[config.mk]
export PLATFORM = sky130hd
export DESIGN_NAME = fetch_pc_gen
export DESIGN_NICKNAME = d
export VERILOG_FILES = /design/src/rtl/fetch_pc_gen.sv
export SDC_FILE = /design/constraint.sdc
export NUM_CORES = 1
export LEC_CHECK = 0
export CAP_MARGIN = 20
export CORE_MARGIN = 10
export CORE_UTILIZATION = 49
export CTS_CLUSTER_SIZE = 24
export DETAILED_ROUTE_END_ITERATION = 10
export PLACE_DENSITY = 0.8
export SYNTH_ARGS = -nofsm -noshare
export SYNTH_HDL_FRONTEND = slang
export SYNTH_SLANG_ARGS = --single-unit
[constraint.sdc]
create_clock -name clk -period 2.6 [get_ports clk]
set_input_delay 0.39 -clock clk [delete_from_list [all_inputs] [get_ports clk]]
set_output_delay 0.39 -clock clk [all_outputs]
set_load 0.05 [all_outputs]
[src/rtl/fetch_pc_gen.sv]
// Fetch address generator: sequential bundle PCs with branch redirect, post-redirect
// issue blackout, misaligned-target trap and saturating branch-outcome counters.
//
// state | meaning
// IDLE  | held by reset; leaves on the first cycle with rst low
// RUN   | issuing fetch requests, advancing pc on each handshake
// FLUSH | issue blackout after a taken redirect, counting down
// ERROR | misaligned taken target seen; parked until reset
module fetch_pc_gen #(
    parameter logic [31:0] RESET_PC     = 32'h0000_0000,
    parameter int          BUNDLE_BYTES = 16,
    parameter int          FLUSH_CYCLES = 2
) (
    input  logic        clk,
    input  logic        rst,
    input  logic        br_valid,
    input  logic        br_taken,
    input  logic [31:0] br_target,
    input  logic        stall,
    output logic        imem_req_valid,
    input  logic        imem_req_ready,
    output logic [31:0] imem_req_addr,
    output logic        flush,
    output logic        misalign_err,
    output logic [15:0] taken_cnt,
    output logic [15:0] not_taken_cnt
);

    localparam int OFF_W = $clog2(BUNDLE_BYTES);

    typedef enum logic [1:0] {
        IDLE  = 2'd0,
        RUN   = 2'd1,
        FLUSH = 2'd2,
        ERROR = 2'd3
    } state_t;

    state_t      state_q, state_d;
    logic [31:0] pc_q, pc_d;
    logic        valid_q, valid_d;
    logic        flush_q, flush_d;
    logic        err_q, err_d;
    logic [3:0]  cnt_q, cnt_d;
    logic [15:0] taken_q, taken_d;
    logic [15:0] nt_q, nt_d;

    logic br_take, br_nt, handshake, misaligned;

    assign br_take    = br_valid & br_taken;
    assign br_nt      = br_valid & ~br_taken;
    assign handshake  = valid_q & imem_req_ready;
    assign misaligned = |br_target[OFF_W-1:0];

    always_comb begin
        state_d = state_q;
        pc_d    = pc_q;
        valid_d = valid_q;
        flush_d = 1'b0;
        err_d   = err_q;
        cnt_d   = cnt_q;
        taken_d = taken_q;
        nt_d    = nt_q;

        case (state_q)
            IDLE: begin
                state_d = RUN;
            end
            RUN, FLUSH: begin
                if (br_take && taken_q != 16'hFFFF) taken_d = taken_q + 16'd1;
                if (br_nt && nt_q != 16'hFFFF)      nt_d    = nt_q + 16'd1;

                // A redirect wins over a same-cycle handshake; the flush pulse
                // squashes the bundle accepted in that cycle.
                if (br_take) begin
                    valid_d = 1'b0;
                    if (misaligned) begin
                        err_d   = 1'b1;
                        state_d = ERROR;
                    end else begin
                        pc_d    = br_target;
                        flush_d = 1'b1;
                        cnt_d   = 4'(FLUSH_CYCLES);
                        state_d = FLUSH;
                    end
                end else if (state_q == RUN) begin
                    if (handshake) begin
                        pc_d    = pc_q + 32'(BUNDLE_BYTES);
                        valid_d = ~stall;
                    end else if (!valid_q) begin
                        valid_d = ~stall;
                    end
                end else begin
                    cnt_d = cnt_q - 4'd1;
                    if (cnt_d == 4'd0) state_d = RUN;
                end
            end
            ERROR: begin
                valid_d = 1'b0;
            end
            default: begin
                state_d = IDLE;
                valid_d = 1'b0;
            end
        endcase
    end

    always_ff @(posedge clk) begin
        if (rst) begin
            state_q <= IDLE;
            pc_q    <= RESET_PC;
            valid_q <= 1'b0;
            flush_q <= 1'b0;
            err_q   <= 1'b0;
            cnt_q   <= 4'd0;
            taken_q <= 16'd0;
            nt_q    <= 16'd0;
        end else begin
            state_q <= state_d;
            pc_q    <= pc_d;
            valid_q <= valid_d;
            flush_q <= flush_d;
            err_q   <= err_d;
            cnt_q   <= cnt_d;
            taken_q <= taken_d;
            nt_q    <= nt_d;
        end
    end

    assign imem_req_valid = valid_q;
    assign imem_req_addr  = pc_q;
    assign flush          = flush_q;
    assign misalign_err   = err_q;
    assign taken_cnt      = taken_q;
    assign not_taken_cnt  = nt_q;

endmodule

* Yosys cells after proc, flatten, opt, wreduce, memory -nomap -nowiden
Cells that the tools add are included.
** Word-level totals
- Memory bits (read-only) :: 0
- Flip-flop bits (word level) :: 73
- Logic and storage cells :: 65
- Output and inout port bits :: 67
- Input port bits :: 38
- Memories :: 0
- Memory bits (writable) :: 0
- Bits in latches :: 0
** Operators by class
- $mul :: 0
- Muxes and demuxes :: 18
- Equality and inequality tests :: 10
- $add $sub $neg :: 4
- Divide/modulo/power cells :: 0
- Bitwise operators :: 7
- Reduce and logical (&&, ||, !) cells :: 18
- Order comparisons :: 0
- Shift operators :: 0
** Operators by type and width (count)
- 32-bit two-way mux :: 4
- 16-bit by 1-bit adder with 16-bit output (second input constant) :: 2
- 32-bit by 5-bit adder with 32-bit output (second input constant) :: 1
- 16-bit != test (second input constant) :: 2
- 4-bit two-way mux :: 3
- 3-bit != test (second input constant) :: 3
- 3-bit AND reduction :: 3
- 2-bit nonzero test :: 4
- 1-bit two-way mux :: 6
- 2-bit two-way mux :: 3
- 2-bit AND reduction :: 3
- 2-bit equality test (second input constant) :: 2
- 4-bit logical NOT :: 1
- 2-bit != test (second input constant) :: 2
- 1-bit inverter :: 4
- 2-bit one-hot mux with 2 select lines :: 1
- 4-bit AND reduction :: 1
- 4-bit OR reduction :: 1
- 4-bit by 1-bit subtractor with 4-bit output (second input constant) :: 1
- 1-bit bitwise AND :: 3
- 3-bit OR reduction :: 1
- 2-bit by 1-bit equality test with 1-bit output (second input constant) :: 1
- 1-bit logical AND :: 2
- 2-bit logical NOT :: 1
- other kinds (2) :: 2

* Logic depth before layout (Yosys ltp)
Gate-level depths: netlist of the first run.
- Word-level depth :: 6
- Depth in mapped cells :: 11
- Mapped depth without buffers :: 7

* Worst setup path after synthesis of the first run
No wires, ideal clock.
- Kind :: register to register
- From :: reg pc_q[4], in the netlist imem_req_addr[4]
- To :: reg pc_q[30], in the netlist imem_req_addr[30]
- Path buffers :: 0
- Period minus slack after synthesis :: 2.317 ns
- Data required time :: 2.535 ns
- Library setup time :: 0.065 ns
- Slack :: 0.283 ns
- Data arrival time :: 2.253 ns
- Stages on the path, launching flop included :: 7
- Cells stage by stage :: dfxtp_1 -> ha_1 -> nand4_4 -> nor4_4 -> nand3_2 -> or4_1 -> nand4_1
** Between the ends
- Word-level cells in the longest chain between the ends :: 4
** RTL lines
- start: declaration :: line 39 : logic [31:0] pc_q, pc_d;
- start signal: assignment :: line 119 : pc_q <= pc_d;
- 32-bit by 5-bit adder with 32-bit output :: line 87 : pc_d = pc_q + 32'(BUNDLE_BYTES);
- 32-bit two-way mux :: line 86 : if (handshake) begin
- 32-bit two-way mux :: line 85 : end else if (state_q == RUN) begin
- 32-bit two-way mux :: line 74 : if (br_take) begin
No other way between the ends. The select of a mux whose other input is x is not followed.
A chain may end at the register's enable or synchronous reset.

* Worst setup path after layout of the first run
- From :: reg state_q[1]
- To :: reg nt_q[6], in the netlist not_taken_cnt[6]
** Between the ends
- Word-level cells in the longest chain between the ends :: 3
- Elaborated cells between the ends (all ways) :: 4
- Those cells by class :: eq/ne: 2; reduce/logical: 2
** RTL lines
- start: declaration :: line 38 : state_t state_q, state_d;
- start signal: assignment :: line 118 : state_q <= state_d;
- 2-bit by 1-bit equality test with 1-bit output / 2-bit equality test (equally long branches) :: line 64 : case (state_q)
- 2-bit OR reduction * :: line 64
- 2-bit AND reduction (no line) *
- end signal: assignment :: line 125 : nt_q <= nt_d;
- end: declaration :: line 45 : logic [15:0] nt_q, nt_d;
Every way passes the cells marked *; elsewhere a longest branch is shown, timed or not.

==> qor.txt, run 1 <==
Clk_lat worst skew - 0.34 ns
Clock buffer count from CTS - 9
Die height - 111 um
Share of cells above drive strength 1 - 8.28%
Top FF cell, synth - dfxtp_1
Worst Skew - 0.00947 ns
Min-delay worst type - register to register
Post-DP Area - 5190 sq um
Max_slew headroom - 44.5%
Vias in the first global route - 3977
Unrepaired setup endpoints after global routing - false
Clock tree from TritonCTS - built
Max Freq - 439 MHz
Area growth syn-to-layout - 33.0%
Per-cell routed wire length - 17.1 um
Post-synth EDFFs - 0
Status - completed
Synth Net Count - 544
IO buf count - 104
CP max FO - 8
# setup viols final - 0
Clock root buffer - clkbuf_8
Period utilization - 87.6%
Hold_buf cts - 0
Met3 WL - 1090 um
Design area - 5380 sq um
Register area share after synthesis - 36.1%
Minimum clock period - 2.28 ns
Initial Util - 49.7%
Synthesized netlist cell count - 499
Share of flip-flops with an asynchronous set or reset - 0%
First-pass GRT wire length - 19700 um
VDD IR max - 269 uV
Critical path class - register to register
Nets - 644
Leak pwr - 1.82 nW
Synth warnings - 0
H-Tree Depth - 3
Routed Antenna Nets - 0
Top layer used by detailed routing - met4
Fin util - 66.1%
Final Hold Viols - 0
Critical path startpoint category - register
Final setup TNS - 0 ns
Total number of vias - 4189
Post-cts resize count - 0
WP data required - 2.83 ns
HPWL after DPL - 8770 um
Routed length on met1 - 5070 um
CTS max path bufs - 2
Clk sinks - 73
Post-synth cell types - 67
Setup bufs post-CTS - 0
Flops & latches, synth - 73
Maxcap violations - 0
Vias per cell - 5.91
IO Pins - 105
Initial antenna violation count - 0
Syn_area_per_cell - 8.10 sq um
Gp weighted congestion - 0.953
Remaining DRCs - 0
Placeable Area - 8130 sq um
Pre-antenna DRT Iters - 7
Tightest Pin Transition - 0.832 ns
Total gr overflow - 0
Met2 wire length - 5830 um
Slew Limit Fails - 0
Total GRT Usage - 18.6%
DRT iter0 DRCs - 234
Row count - 33
Die area - 12300 sq um
Crit path DAT - 2.51 ns
Mapped Area - 4040 sq um
Die Wd - 111 um
Final wirelength - 12100 um
FILL cells - 704
Pin count of the biggest net entering global routing - 43
Setup crit end kind - register
Worst-path clk slew - 0.08 ns
PwrDens - 434 nW/um^2
Diodes inserted - 0
Hold Slack - 0.465 ns
synth_stat cells (6+ instances only):
| library cell | instances | area share (%) |
|---|---|---|
| nor4_1 | 12 | 1.9 |
| xor2_1 | 20 | 4.3 |
| and2_1 | 6 | 0.93 |
| a211oi_1 | 8 | 1.5 |
| nand4_1 | 16 | 2.5 |
| nand2_1 | 41 | 3.8 |
| o21ai_0 | 20 | 2.5 |
| and3_1 | 9 | 1.4 |
| ha_1 | 7 | 2.2 |
| buf_2 | 8 | 0.99 |
| inv_1 | 6 | 0.56 |
| a31oi_1 | 8 | 1.2 |
| dfxtp_1 | 73 | 36 |
| xnor2_1 | 9 | 1.9 |
| o31ai_1 | 7 | 1.3 |
| nor2_1 | 69 | 6.4 |
| a21oi_1 | 27 | 3.3 |
| nor3_1 | 13 | 1.6 |
| nand3_1 | 39 | 4.8 |
| clkbuf_1 | 15 | 1.4 |
power by group:
part	switching [mW]	internal, mW
Sequential	0.0255	1.14
Combinational	0.166	0.133
Clock	0.402	0.468
Total	0.593	1.74
metal layers:
layer / GRT usage (%) / up-vias
met3: 6.01 / 16
li1: - / 2036
met5: 0 / -
met2: 31.2 / 199
met1: 22.4 / 1938
met4: 4.34 / 0
cells in the final DEF (no fill, tap or decap), drive strengths merged, types with 3 or more instances in the layout:
master | Yosys | layout
a211oi | 8 | 8
o22ai | 3 | 3
o211ai | 4 | 4
xor2 | 20 | 20
and2 | 6 | 6
or4 | 6 | 6
nand4 | 19 | 19
a31oi | 8 | 8
clkbuf | 15 | 13
or3 | 3 | 3
ha | 7 | 7
nor2 | 71 | 71
nand3 | 41 | 41
and4 | 5 | 5
a311oi | 4 | 4
clkdlybuf4s50 | 0 | 103
nor4 | 17 | 17
o21ai | 21 | 21
nand2 | 42 | 42
dfxtp | 73 | 73
nor3 | 15 | 15
nand3b | 5 | 5
and3 | 9 | 9
xnor2 | 9 | 9
buf | 13 | 14
a21oi | 27 | 27
nor3b | 3 | 3
o31ai | 7 | 7
inv | 6 | 6
state kept, by name (all words and copies together) (netlist names):
| signal | flops |
|---|---|
| state_q | 2 |
| not_taken_cnt | 16 |
| taken_cnt | 16 |
| cnt_q | 4 |
| flush | 1 |
| imem_req_valid | 1 |
| imem_req_addr | 32 |
| misalign_err | 1 |
cell families after synthesis:
logic type	Yosys count	share of synthesized area, %
xor gates and xnor gates	29	6.28
buffers and inverters	34	3.87
DFF	73	36.1
and+or+nand+nor	252	34.4
adders and majority gates	7	2.17
AOI/OAI and AO/OA	102	16.6
muxes	2	0.526
through the flow:
step | total power, mW | worst slack (ns) | cells
global placement | 1.48 | 0.212 | 693
finish | 2.33 | 0.323 | 709
detailed placement | 1.49 | 0.118 | 693
floorplan | 1.36 | 0.283 | 499
CTS | 2.35 | 0.340 | 709
global route | 2.43 | 0.170 | 709
final cells by class:
cell class              instances  area (sq um)  share of cell area [%]
clock buffers                  13           149                    2.77
clock inverters                 3          40.0                   0.745
inverters                       6          22.5                   0.419
multi-input cells             392          2430                    45.1
flip-flops and latches         73          1460                    27.2
well taps                     105           131                    2.44
repair buffers                117          1150                    21.3
critical path, stage by stage (launching register included):
cell	delay (ns)
dfxtp_1	0.35
inv_1	0.06
ha_1	0.31
or3b_1	0.53
a311oi_1	0.51
a31oi_1	0.17
a41oi_1	0.19
nor2_1	0.05
worst paths after layout:
path / from / endpoint / slack [ns] / cells after the start
worst max register to register: state_q[1] / not_taken_cnt[6] / 0.32 / 7
worst min register to register: imem_req_addr[1] / imem_req_addr[1] / 0.46 / 1
worst min-delay path: imem_req_addr[1] / imem_req_addr[1] / 0.46 / 1
worst max-delay path: state_q[1] / not_taken_cnt[6] / 0.32 / 7
Power figures use the tool's default switching activity.
==> inputs of run 2 (changes only) <==
--- a/config.mk
+++ b/config.mk
@@ -5,12 +5,13 @@
 export SDC_FILE = /design/constraint.sdc
 export NUM_CORES = 1
 export LEC_CHECK = 0
+export ABC_CLOCK_PERIOD_IN_PS = 2600
 export CAP_MARGIN = 20
 export CORE_MARGIN = 10
-export CORE_UTILIZATION = 49
+export CORE_UTILIZATION = 35
 export CTS_CLUSTER_SIZE = 24
 export DETAILED_ROUTE_END_ITERATION = 10
-export PLACE_DENSITY = 0.8
 export SYNTH_ARGS = -nofsm -noshare
 export SYNTH_HDL_FRONTEND = slang
 export SYNTH_SLANG_ARGS = --single-unit
+export TNS_END_PERCENT = 5
==> run 2 against run 1 <==
Effect of this change: maximum frequency is 2.2% higher; sequential power hardly changed; non-clock buffer count is 3 higher; critical path depth stayed put; clock skew is 0.0028 ns lower; wire length is 5.5% higher; final cell count is 5.8% higher; critical path type unchanged; critical endpoint unchanged; clock power is 67% higher; count of clock-buffer cells in the layout is 2 lower; total power is 25% higher; via count is 2.6% lower; core utilization is 17 points lower.
==> qor.txt, run 2 (synthesized netlist as in run 1, its figures left out) <==
Status - completed
Clk_lat worst skew - 0.33 ns
Worst-path clk slew - 0.06 ns
Initial antenna violation count - 0
Register share of total power - 40.0%
Max Freq - 449 MHz
Multi-input gate area - 2430 sq um
Per-cell routed wire length - 17.0 um
Final setup TNS - 0 ns
Total power - 2.92 mW
Total number of vias - 4081
Clock power frac - 49.6%
Critical path startpoint category - register
VDD IR max - 239 uV
# setup viols final - 0
IO Pins - 105
Total GRT Usage - 15.2%
Crit path DAT - 2.44 ns
Commonest non-fill, non-tap cell in the layout - clkdlybuf4s50_1
Vias in the first global route - 3932
WP data required - 2.82 ns
CP peak stage delay - 0.54 ns
Total gr overflow - 0
Leak pwr - 1.91 nW
Post-DP Area - 5270 sq um
HPWL after DPL - 9120 um
FILL cells - 1098
Tightest Pin Transition - 0.761 ns
Power share of the combinational group - 10.4%
Vias per cell - 5.44
CP max FO - 8
Reg area - 1460 sq um
First-pass GRT wire length - 20500 um
Setup crit end kind - register
Routed Antenna Nets - 0
Remaining DRCs - 0
Die area - 16300 sq um
Clk sinks - 73
Clock tree from TritonCTS - built
PwrDens - 519 nW/um^2
DRT iter0 DRCs - 301
Crit path cell chain - inv_1 -> ha_1 -> or3b_1 -> a311oi_1 -> a31oi_1 -> a41oi_1 -> nor2_1
CTS max path bufs - 2
Pin count of the biggest net entering global routing - 52
Diodes inserted - 0
Slew Limit Fails - 0
Maxcap violations - 0
Clock buffer count from CTS - 9
Post-Layout Cell Count - 750
Slowest-stage cell, CP - or3b_1
Die height - 127 um
Cell total after placement - 734
Max_slew headroom - 49.2%
Final wirelength - 12800 um
Hold_buf cts - 0
Commonest non-fill, non-tap cells in the layout - 103 x clkdlybuf4s50_1, 73 x dfxtp_1, 69 x nor2_1, 41 x nand2_1, 39 x nand3_1
Largest register FFs - 32
Hold Slack - 0.464 ns
Initial Util - 35.6%
IO buf count - 104
Nets - 647
Minimum clock period - 2.23 ns
Final Hold Viols - 0
Min-delay worst type - register to register
Worst Skew - 0.00665 ns
Design area - 5620 sq um
Setup bufs post-CTS - 0
H-Tree Depth - 3
Clock root buffer - clkbuf_16
Unrepaired setup endpoints after global routing - false
Psw - 680 uW
Post-cts resize count - 0
Gp weighted congestion - 0.856
Area growth syn-to-layout - 38.9%
Critical path class - register to register
Placeable Area - 11400 sq um
Sw Ratio - 23.3%
Row count - 39
Share of cells above drive strength 1 - 9.06%
Pre-antenna DRT Iters - 4
Die Wd - 127 um
P_int - 2.24 mW
Period utilization - 85.7%
run 2: worst paths after layout:
path                     from               end  slack [ns]  depth (start not counted)
min          imem_req_addr[2]  imem_req_addr[2]        0.46                          1
min reg2reg  imem_req_addr[2]  imem_req_addr[2]        0.46                          1
max                state_q[1]  not_taken_cnt[6]        0.37                          7
max reg2reg        state_q[1]  not_taken_cnt[6]        0.37                          7
run 2: final cells by class:
class,count,area share [%]
Multi-Input combinational cell,392,43.2
Sequential cell,73,26.0
Timing Repair Buffer,120,21.0
Clock buffer,11,4.32
Tap cell,143,3.19
Clock inverter,5,1.83
Inverter,6,0.401
run 2: worst max-delay path: cells and delay by family (launching register included):
kind                       cells  cell delay (ns)
buffers and inverters          1             0.05
AOI/OAI and AO/OA              3             0.80
DFF                            1             0.36
adders and majority gates      1             0.31
and+or+nand+nor                2             0.60
run 2: through the flow:
step | utilization, % | setup slack, ns
after floorplan | - | 0.283
after global routing | 49.4 | 0.151
after detailed placement | 46.4 | 0.137
after global placement | 46.4 | 0.173
after CTS | 49.4 | 0.360
final | 49.4 | 0.371
run 2: power groups by stage:
stage / clock network, mW / registers [mW] / logic, mW
6_report: 1.45 / 1.17 / 0.303
5_1_grt: 1.53 / 1.17 / 0.331
4_1_cts: 1.48 / 1.17 / 0.306
3_5_place_dp: 0 / 1.19 / 0.305
3_3_place_gp: 0 / 1.19 / 0.301
2_1_floorplan: 0 / 1.22 / 0.142
run 2: routing by layer:
layer | vias to the layer above | track usage, % | share of wire (%)
li1 | 2039 | - | -
met1 | 1916 | 19.2 | 46
met2 | 117 | 23.7 | 46
met3 | 9 | 4.43 | 7.2
met4 | 0 | 6.23 | 0.94
met5 | - | 0 | 0
==> inputs of run 3 (changes only) <==
--- a/config.mk
+++ b/config.mk
@@ -7,7 +7,7 @@
 export LEC_CHECK = 0
 export ABC_CLOCK_PERIOD_IN_PS = 2600
 export CAP_MARGIN = 20
-export CORE_MARGIN = 10
+export CORE_MARGIN = 8
 export CORE_UTILIZATION = 35
 export CTS_CLUSTER_SIZE = 24
 export DETAILED_ROUTE_END_ITERATION = 10
==> run 3 against run 2 <==
Effect of this change: combinational power about the same; critical path type unchanged; worst hold slack got worse by 0.0082 ns; global-route usage increased by 1.2 points; critical path depth unchanged; clock skew decreased by 0.00076 ns; via count increased by 1.1%; largest power group unchanged; count of clock-buffer cells in the layout increased by 2; register-to-register slack about the same.
==> qor.txt, run 3 (synthesized netlist as in run 1, its figures left out) <==
Status - completed
Leak pwr - 1.89 nW
HPWL after DPL - 8890 um
FILL cells - 1127
Vias per cell - 5.49
Clk_lat worst skew - 0.33 ns
Slew Limit Fails - 0
Commonest non-fill, non-tap cell in the layout - clkdlybuf4s50_1
Remaining DRCs - 0
Gp weighted congestion - 0.866
Setup bufs post-CTS - 0
Critical path startpoint category - register
CTS max path bufs - 2
Post-DP Area - 5270 sq um
Post-cts resize count - 0
Initial Util - 35.6%
Cell total after placement - 735
Tightest Pin Transition - 0.665 ns
Share of cells above drive strength 1 - 8.88%
Placeable Area - 11400 sq um
Area growth syn-to-layout - 37.4%
Diodes inserted - 0
Delay-heaviest family, CP - compound AO/OA/AOI/OAI gates
IO buf count - 104
Largest register FFs - 32
PwrDens - 482 nW/um^2
Period utilization - 85.6%
Critical path class - register to register
# setup viols final - 0
Crit path DAT - 2.43 ns
Minimum clock period - 2.23 ns
Hold depth - 1
Die height - 123 um
Final Hold Viols - 0
Clock buffer count from CTS - 9
Final wirelength - 12500 um
Worst-path clk slew - 0.05 ns
Setup crit end kind - register
Design area - 5560 sq um
VDD IR max - 243 uV
Routed Antenna Nets - 0
Worst Skew - 0.00589 ns
Row count - 39
Total gr overflow - 0
Pre-antenna DRT Iters - 5
Reg2Reg Depth - 7
Slowest-stage cell, CP - or3b_1
CP peak stage delay - 0.54 ns
Max_slew headroom - 55.6%
First-pass GRT wire length - 20100 um
Die Wd - 123 um
Per-cell routed wire length - 16.6 um
Crit path cell chain - inv_1 -> ha_1 -> or3b_1 -> a311oi_1 -> a31oi_1 -> a41oi_1 -> nor2_1
Maxcap violations - 0
Nets - 648
Max Freq - 449 MHz
Clk sinks - 73
Die area - 15200 sq um
Vias in the first global route - 3871
Commonest non-fill, non-tap cells in the layout - 103 x clkdlybuf4s50_1, 73 x dfxtp_1, 69 x nor2_1, 41 x nand2_1, 39 x nand3_1
Clock root buffer - clkbuf_16
CP max FO - 8
Final setup TNS - 0 ns
Min-delay worst type - register to register
Pin count of the biggest net entering global routing - 51
Critical path buffers and inverters - 1
WP data required - 2.80 ns
Total GRT Usage - 16.4%
H-Tree Depth - 3
Clock tree from TritonCTS - built
DRT iter0 DRCs - 301
Hold_buf cts - 0
Levels on crit path - 7
Post-Layout Cell Count - 751
Total number of vias - 4124
Initial antenna violation count - 0
IO Pins - 105
Unrepaired setup endpoints after global routing - false
-- run 3: cell count changes in the layout (fill, tap and decap cells not counted) --
cell	previous run	this run
buf_4	14	16
clkinv_2	1	2
buf_12	2	1
bufinv_16	3	1
clkinvlp_4	1	0
clkbuf_1	1	3
-- run 3: layer usage --
layer	part of all wire (%)	GRT usage, %	wire length [um]
met5	0	0	0
met4	1.2	5.94	154
met3	9.5	4.16	1190
met2	44	25.2	5530
met1	45	21.7	5580
-- run 3: layout make-up --
| class | count | area, sq um | share of cell area (%) |
|---|---|---|---|
| well taps | 143 | 179 | 3.22 |
| flip-flops and latches | 73 | 1460 | 26.3 |
| clock buffers | 13 | 250 | 4.50 |
| multi-input cells | 392 | 2430 | 43.7 |
| inverters | 6 | 22.5 | 0.405 |
| repair buffers | 121 | 1180 | 21.2 |
| clock inverters | 3 | 40.0 | 0.721 |
-- run 3: path summary, 6_finish.rpt --
path | start | end | slack (ns)
setup / recovery | state_q[1] | not_taken_cnt[6] | 0.37
setup reg to reg | state_q[1] | not_taken_cnt[6] | 0.37
hold / removal | imem_req_addr[2] | imem_req_addr[2] | 0.46
hold reg to reg | imem_req_addr[2] | imem_req_addr[2] | 0.46
-- run 3: per-stage QoR --
step	hold slack (ns)	power, mW	setup WS [ns]	util, %
2_1_floorplan	0.462	1.36	0.283	-
3_3_place_gp	0.447	1.49	0.230	46.3
3_5_place_dp	0.445	1.50	0.155	46.3
4_1_cts	0.463	2.72	0.354	48.9
5_1_grt	0.477	2.80	0.115	48.9
6_report	0.456	2.68	0.374	48.9
-- run 3: where the power goes --
| group | internal (mW) | switching [mW] |
|---|---|---|
| logic | 0.136 | 0.170 |
| registers | 1.14 | 0.0263 |
| clock network | 0.766 | 0.441 |
-- run 3: worst register-to-register path, cell delays in order (launching register included) --
cell and delay [ns]:
dfxtp_1 0.34, inv_1 0.05, ha_1 0.33, or3b_1 0.54, a311oi_1 0.47, a31oi_1 0.15, a41oi_1 0.17, nor2_1 0.05
==> variant 1, RTL diff (flow settings as in run 1) <==
`BUNDLE_BYTES`: 16 -> 8.
--- a/src/rtl/fetch_pc_gen.sv
+++ b/src/rtl/fetch_pc_gen.sv
@@ -10,3 +10,3 @@
     parameter logic [31:0] RESET_PC     = 32'h0000_0000,
-    parameter int          BUNDLE_BYTES = 16,
+    parameter int          BUNDLE_BYTES = 8,
     parameter int          FLUSH_CYCLES = 2
Behaviour: not the same (Yosys sat finds a counterexample within 4 cycles, from zero or initial values and one cycle with rst high).
==> variant 1 against run 1 <==
  * Setup slack better by 0.053 ns
  * Sequential cell count stayed put
  * Non-clock buffer count is 6 higher
  * Wire length is 0.23% higher
  * Synthesized area is 0.99% lower
  * Cell area is 0.63% higher
  * Total power is 0.23% lower
  * Critical endpoint is now not_taken_cnt[9]$_SDFFE_PP0P_
==> variant 1: results <==
export IMPL_place_gp_congestion=0.870
export IMPL_synth_area_top_cells="dfxtp_1 37%, nor2_1 5.4%, a21oi_1 5.4%, nand2_1 4.3%, nand3_1 4.0%"
export IMPL_nNetsFinal=654
export IMPL_worstReg2RegEnd="not_taken_cnt[9]$_SDFFE_PP0P_"
export IMPL_irDropWorstVdd_v=0.000306
export IMPL_synthArstFlopShare_pct=0
export IMPL_grt_pass1_vias=4094
export IMPL_top_layer="met4"
export IMPL_dp_cells=700
export IMPL_hp_start="rst"
export IMPL_power_leakage_nw=1.90
export IMPL_netlist_top_cells_count="73 x dfxtp_1, 58 x nor2_1, 46 x nand2_1"
export IMPL_grt_max_degree=50
export IMPL_numCtsBuffers=9
export IMPL_whs_endpoint="not_taken_cnt[14]$_SDFFE_PP0P_"
export IMPL_syn_nets=548
export IMPL_initialDrtViolationCount=191
export IMPL_clk_path_buf_depth=2
export IMPL_hp_class="in2reg"
export IMPL_status="completed"
export IMPL_dr_pass1_iters=5
export IMPL_relSlewSlack_pct=59.0
export IMPL_fin_cells=716
export IMPL_drive_above_1_share_pct=8.14
export IMPL_via_per_inst=5.93
export IMPL_grt_pass1_wl_um=19700
export IMPL_netlist_instances=503
export IMPL_place_ws_ns=0.263
export IMPL_hold_slack_ns=0.458
export IMPL_synth_cell_types=64
export IMPL_synth_warnings=0
export IMPL_grt_usage_pct=19.8
export IMPL_ys_seq_area_share_pct=36.5
export IMPL_slowest_stage="nor3b_2"
export IMPL_cts_root_buffer="clkbuf_8"
export IMPL_ff2ff_path_depth=7
export IMPL_clock_latency_ns=0.36
export IMPL_skew_ns=0.0104
export IMPL_crit_fanout=7
export IMPL_swShare_pct=26.9
export IMPL_hold_depth=2
export IMPL_cp_arrival_ns=2.44
export IMPL_dpl_cell_area_mm2=0.00522
export IMPL_r2r_setup_slack_ns=0.38
export IMPL_slowest_delay_ns=0.48
export IMPL_dpl_hpwl_um=8820
export IMPL_routed_wl_met2_um=5570
export IMPL_fillers=666
export IMPL_critPathLaunchType="flip-flop"
export IMPL_wl_um=12100
export IMPL_dr_wl_met3_um=1180
export IMPL_met1_length_um=5130
## variant 1: cell type report
class | count | area (um^2) | area share [%]
multi-input cells | 392 | 2390 | 44.2
flip-flops and latches | 73 | 1460 | 27.0
repair buffers | 123 | 1200 | 22.2
clock buffers | 12 | 165 | 3.05
well taps | 102 | 128 | 2.36
inverters | 10 | 37.5 | 0.694
clock inverters | 4 | 26.3 | 0.486
## variant 1: worst max path at each step
stage	end	slack (ns)	depth (start not counted)
6_report	not_taken_cnt[9]$_SDFFE_PP0P_	0.38	7
5_1_grt	imem_req_addr[27]$_SDFFE_PP0P_	0.18	6
4_1_cts	not_taken_cnt[9]$_SDFFE_PP0P_	0.41	6
3_5_place_dp	not_taken_cnt[9]$_SDFFE_PP0P_	0.26	5
3_3_place_gp	imem_req_addr[5]$_SDFFE_PP0P_	0.34	7
2_1_floorplan	imem_req_addr[28]$_SDFFE_PP0P_	0.39	6
## variant 1: power by group through the flow
stage                     registers, mW  clock network [mW]  logic (mW)
after floorplan                    1.21                   0       0.143
after global placement             1.18                   0       0.296
after detailed placement           1.19                   0       0.304
after CTS                          1.16               0.865       0.306
after global routing               1.16               0.904       0.336
final                              1.16               0.860       0.307
## variant 1: cell families (layout without fill, tap and decap cells)
logic type	count (synthesis)	in the layout	share of synthesized area, %
AND/OR/NAND/NOR	229	229	30.0
multiplexers	7	7	1.81
XOR/XNOR	23	23	5.03
flip-flops	73	73	36.5
adder cells (fa/ha/maj)	7	7	2.19
AO/OA/AOI/OAI	126	126	20.6
buffers and inverters	38	149	3.84
## variant 1: routing by layer
metal	GRT usage, %	vias up
li1	-	2077
met1	24.5	1952
met2	31.2	197
met3	6.04	21
met4	8.62	0
met5	0	-
==> variant 2, RTL diff (flow settings as in run 1) <==
Made on the original files. Register the output `misalign_err` once more; this adds one clock of latency there. The other outputs are not delayed to match.
--- a/src/rtl/fetch_pc_gen.sv
+++ b/src/rtl/fetch_pc_gen.sv
@@ -131,3 +131,5 @@
     assign flush          = flush_q;
-    assign misalign_err   = err_q;
+    always_ff @(posedge clk) begin
+        misalign_err <= err_q;
+    end
     assign taken_cnt      = taken_q;
Behaviour: not the same (Yosys sat finds a counterexample within 4 cycles, from zero or initial values and one cycle with rst high).
==> variant 2 against run 1 <==
  * Setup slack better by 0.084 ns
  * Sequential cell count grew 1
  * Total power increased by 7.2%
  * Synthesized area grew 0.50%
  * Cell area rose by 1.1%
  * Critical path depth unchanged
  * Count of clock-buffer cells in the layout fell by 2
  * Via count down 0.12%
  * Non-clock buffer count is 2 higher
  * Wire length down 0.26%
  * Combinational power about the same
  * Core utilization is 0.74 points higher
  * First-iteration DRC count decreased by 1.7%
  * Synthesized cell count grew 0.20%
==> variant 2: results <==
export IMPL_synthAdderAreaFrac_pct=2.16
export IMPL_dpl_cell_area_mm2=0.00521
export IMPL_initialDrtViolationCount=230
export IMPL_crit_reg2reg_launch="state_q[1]$_SDFFE_PP0P_"
export IMPL_dr_pass1_iters=5
export IMPL_slowest_stage="or3b_1"
export IMPL_met1_length_um=4970
export IMPL_whs_endpoint="misalign_err$_DFF_P_"
export IMPL_ys_seq_area_share_pct=36.5
export IMPL_power_leakage_nw=1.85
export IMPL_netlist_instances=500
export IMPL_cts_root_buffer="clkbuf_8"
export IMPL_nNetsFinal=647
export IMPL_hold_depth=0
export IMPL_dr_wl_met3_um=1080
export IMPL_grt_pass1_wl_um=19800
export IMPL_via_per_inst=5.88
export IMPL_postCtsSetupBuffers=0
export IMPL_numCtsBuffers=9
export IMPL_skew_ns=0.0106
export IMPL_cp_arrival_ns=2.42
export IMPL_syn_nets=545
export IMPL_hp_start="err_q$_SDFFE_PP0P_"
export IMPL_irDropWorstVdd_v=0.000357
export IMPL_dp_cells=696
export IMPL_routed_wl_met2_um=5930
export IMPL_synth_area_top_cells="dfxtp_1 36%, nor2_1 6.4%, nand3_1 4.8%, xor2_1 4.3%, nand2_1 3.8%"
export IMPL_grt_usage_pct=18.5
export IMPL_synthMuxAreaShare_pct=0.523
export IMPL_ff2ff_path_depth=7
export IMPL_dpl_hpwl_um=8730
export IMPL_synth_compound_gate_area_share_pct=16.5
export IMPL_grt_pass1_vias=4009
export IMPL_netlist_top_cells_count="74 x dfxtp_1, 69 x nor2_1, 41 x nand2_1"
export IMPL_drive_above_1_share_pct=8.91
export IMPL_hold_slack_ns=0.361
export IMPL_place_gp_congestion=0.911
export IMPL_status="completed"
export IMPL_synth_xor_area_share_pct=6.25
export IMPL_r2r_setup_slack_ns=0.41
export IMPL_tightest_slew_ns=0.708
export IMPL_fin_cells=711
export IMPL_avgRoutedWirePerCell_um=17.0
## variant 2: cell types whose count changed after synthesis
cell / before / now
dfxtp_1: 73 / 74
## variant 2: final cells by class
type / instances / area (um^2) / area share (%)
multi-input combinational: 392 / 2430 / 44.6
inverter: 6 / 22.5 / 0.414
sequential: 74 / 1480 / 27.2
tap: 105 / 131 / 2.42
timing repair buffer: 119 / 1150 / 21.1
clock inverter: 4 / 75.1 / 1.38
clock buffer: 11 / 151 / 2.78
## variant 2: per-layer routing
metal / vias to the layer above / track usage (%)
li1: 2031 / -
met1: 1978 / 22.5
met2: 166 / 31.5
met3: 9 / 6.01
met4: 0 / 3.17
met5: - / 0
## variant 2: where the power goes
part	internal, mW	leakage, nW	switching, mW
registers	1.15	0.598	0.0258
logic	0.133	1.14	0.167
clock network	0.588	0.108	0.432
## variant 2: worst max path at each step
stage,start,endpoint,cells after the start,slack [ns]
5_1_grt,state_q[1]$_SDFFE_PP0P_,imem_req_addr[6]$_SDFFE_PP0P_,8,0.28
4_1_cts,state_q[1]$_SDFFE_PP0P_,not_taken_cnt[6]$_SDFFE_PP0P_,7,0.41
6_report,state_q[1]$_SDFFE_PP0P_,not_taken_cnt[6]$_SDFFE_PP0P_,7,0.41
3_5_place_dp,br_valid,imem_req_addr[6]$_SDFFE_PP0P_,7,0.19
3_3_place_gp,br_target[0],imem_req_addr[4]$_SDFFE_PP0P_,7,0.24
2_1_floorplan,imem_req_addr[4]$_SDFFE_PP0P_,imem_req_addr[30]$_SDFFE_PP0P_,6,0.28
## variant 2: logic make-up after synthesis
| kind of cell | after synthesis |
|---|---|
| AO/OA/AOI/OAI | 102 |
| XOR/XNOR | 29 |
| adder cells (fa/ha/maj) | 7 |
| buffers and inverters | 34 |
| flip-flops | 74 |
| multiplexers | 2 |
| AND/OR/NAND/NOR | 252 |
## variant 2: metrics by stage
step,setup slack [ns],power [mW]
after floorplan,0.283,1.38
after detailed placement,0.193,1.50
after global routing,0.283,2.59
final,0.407,2.50
after global placement,0.238,1.50
after CTS,0.407,2.52
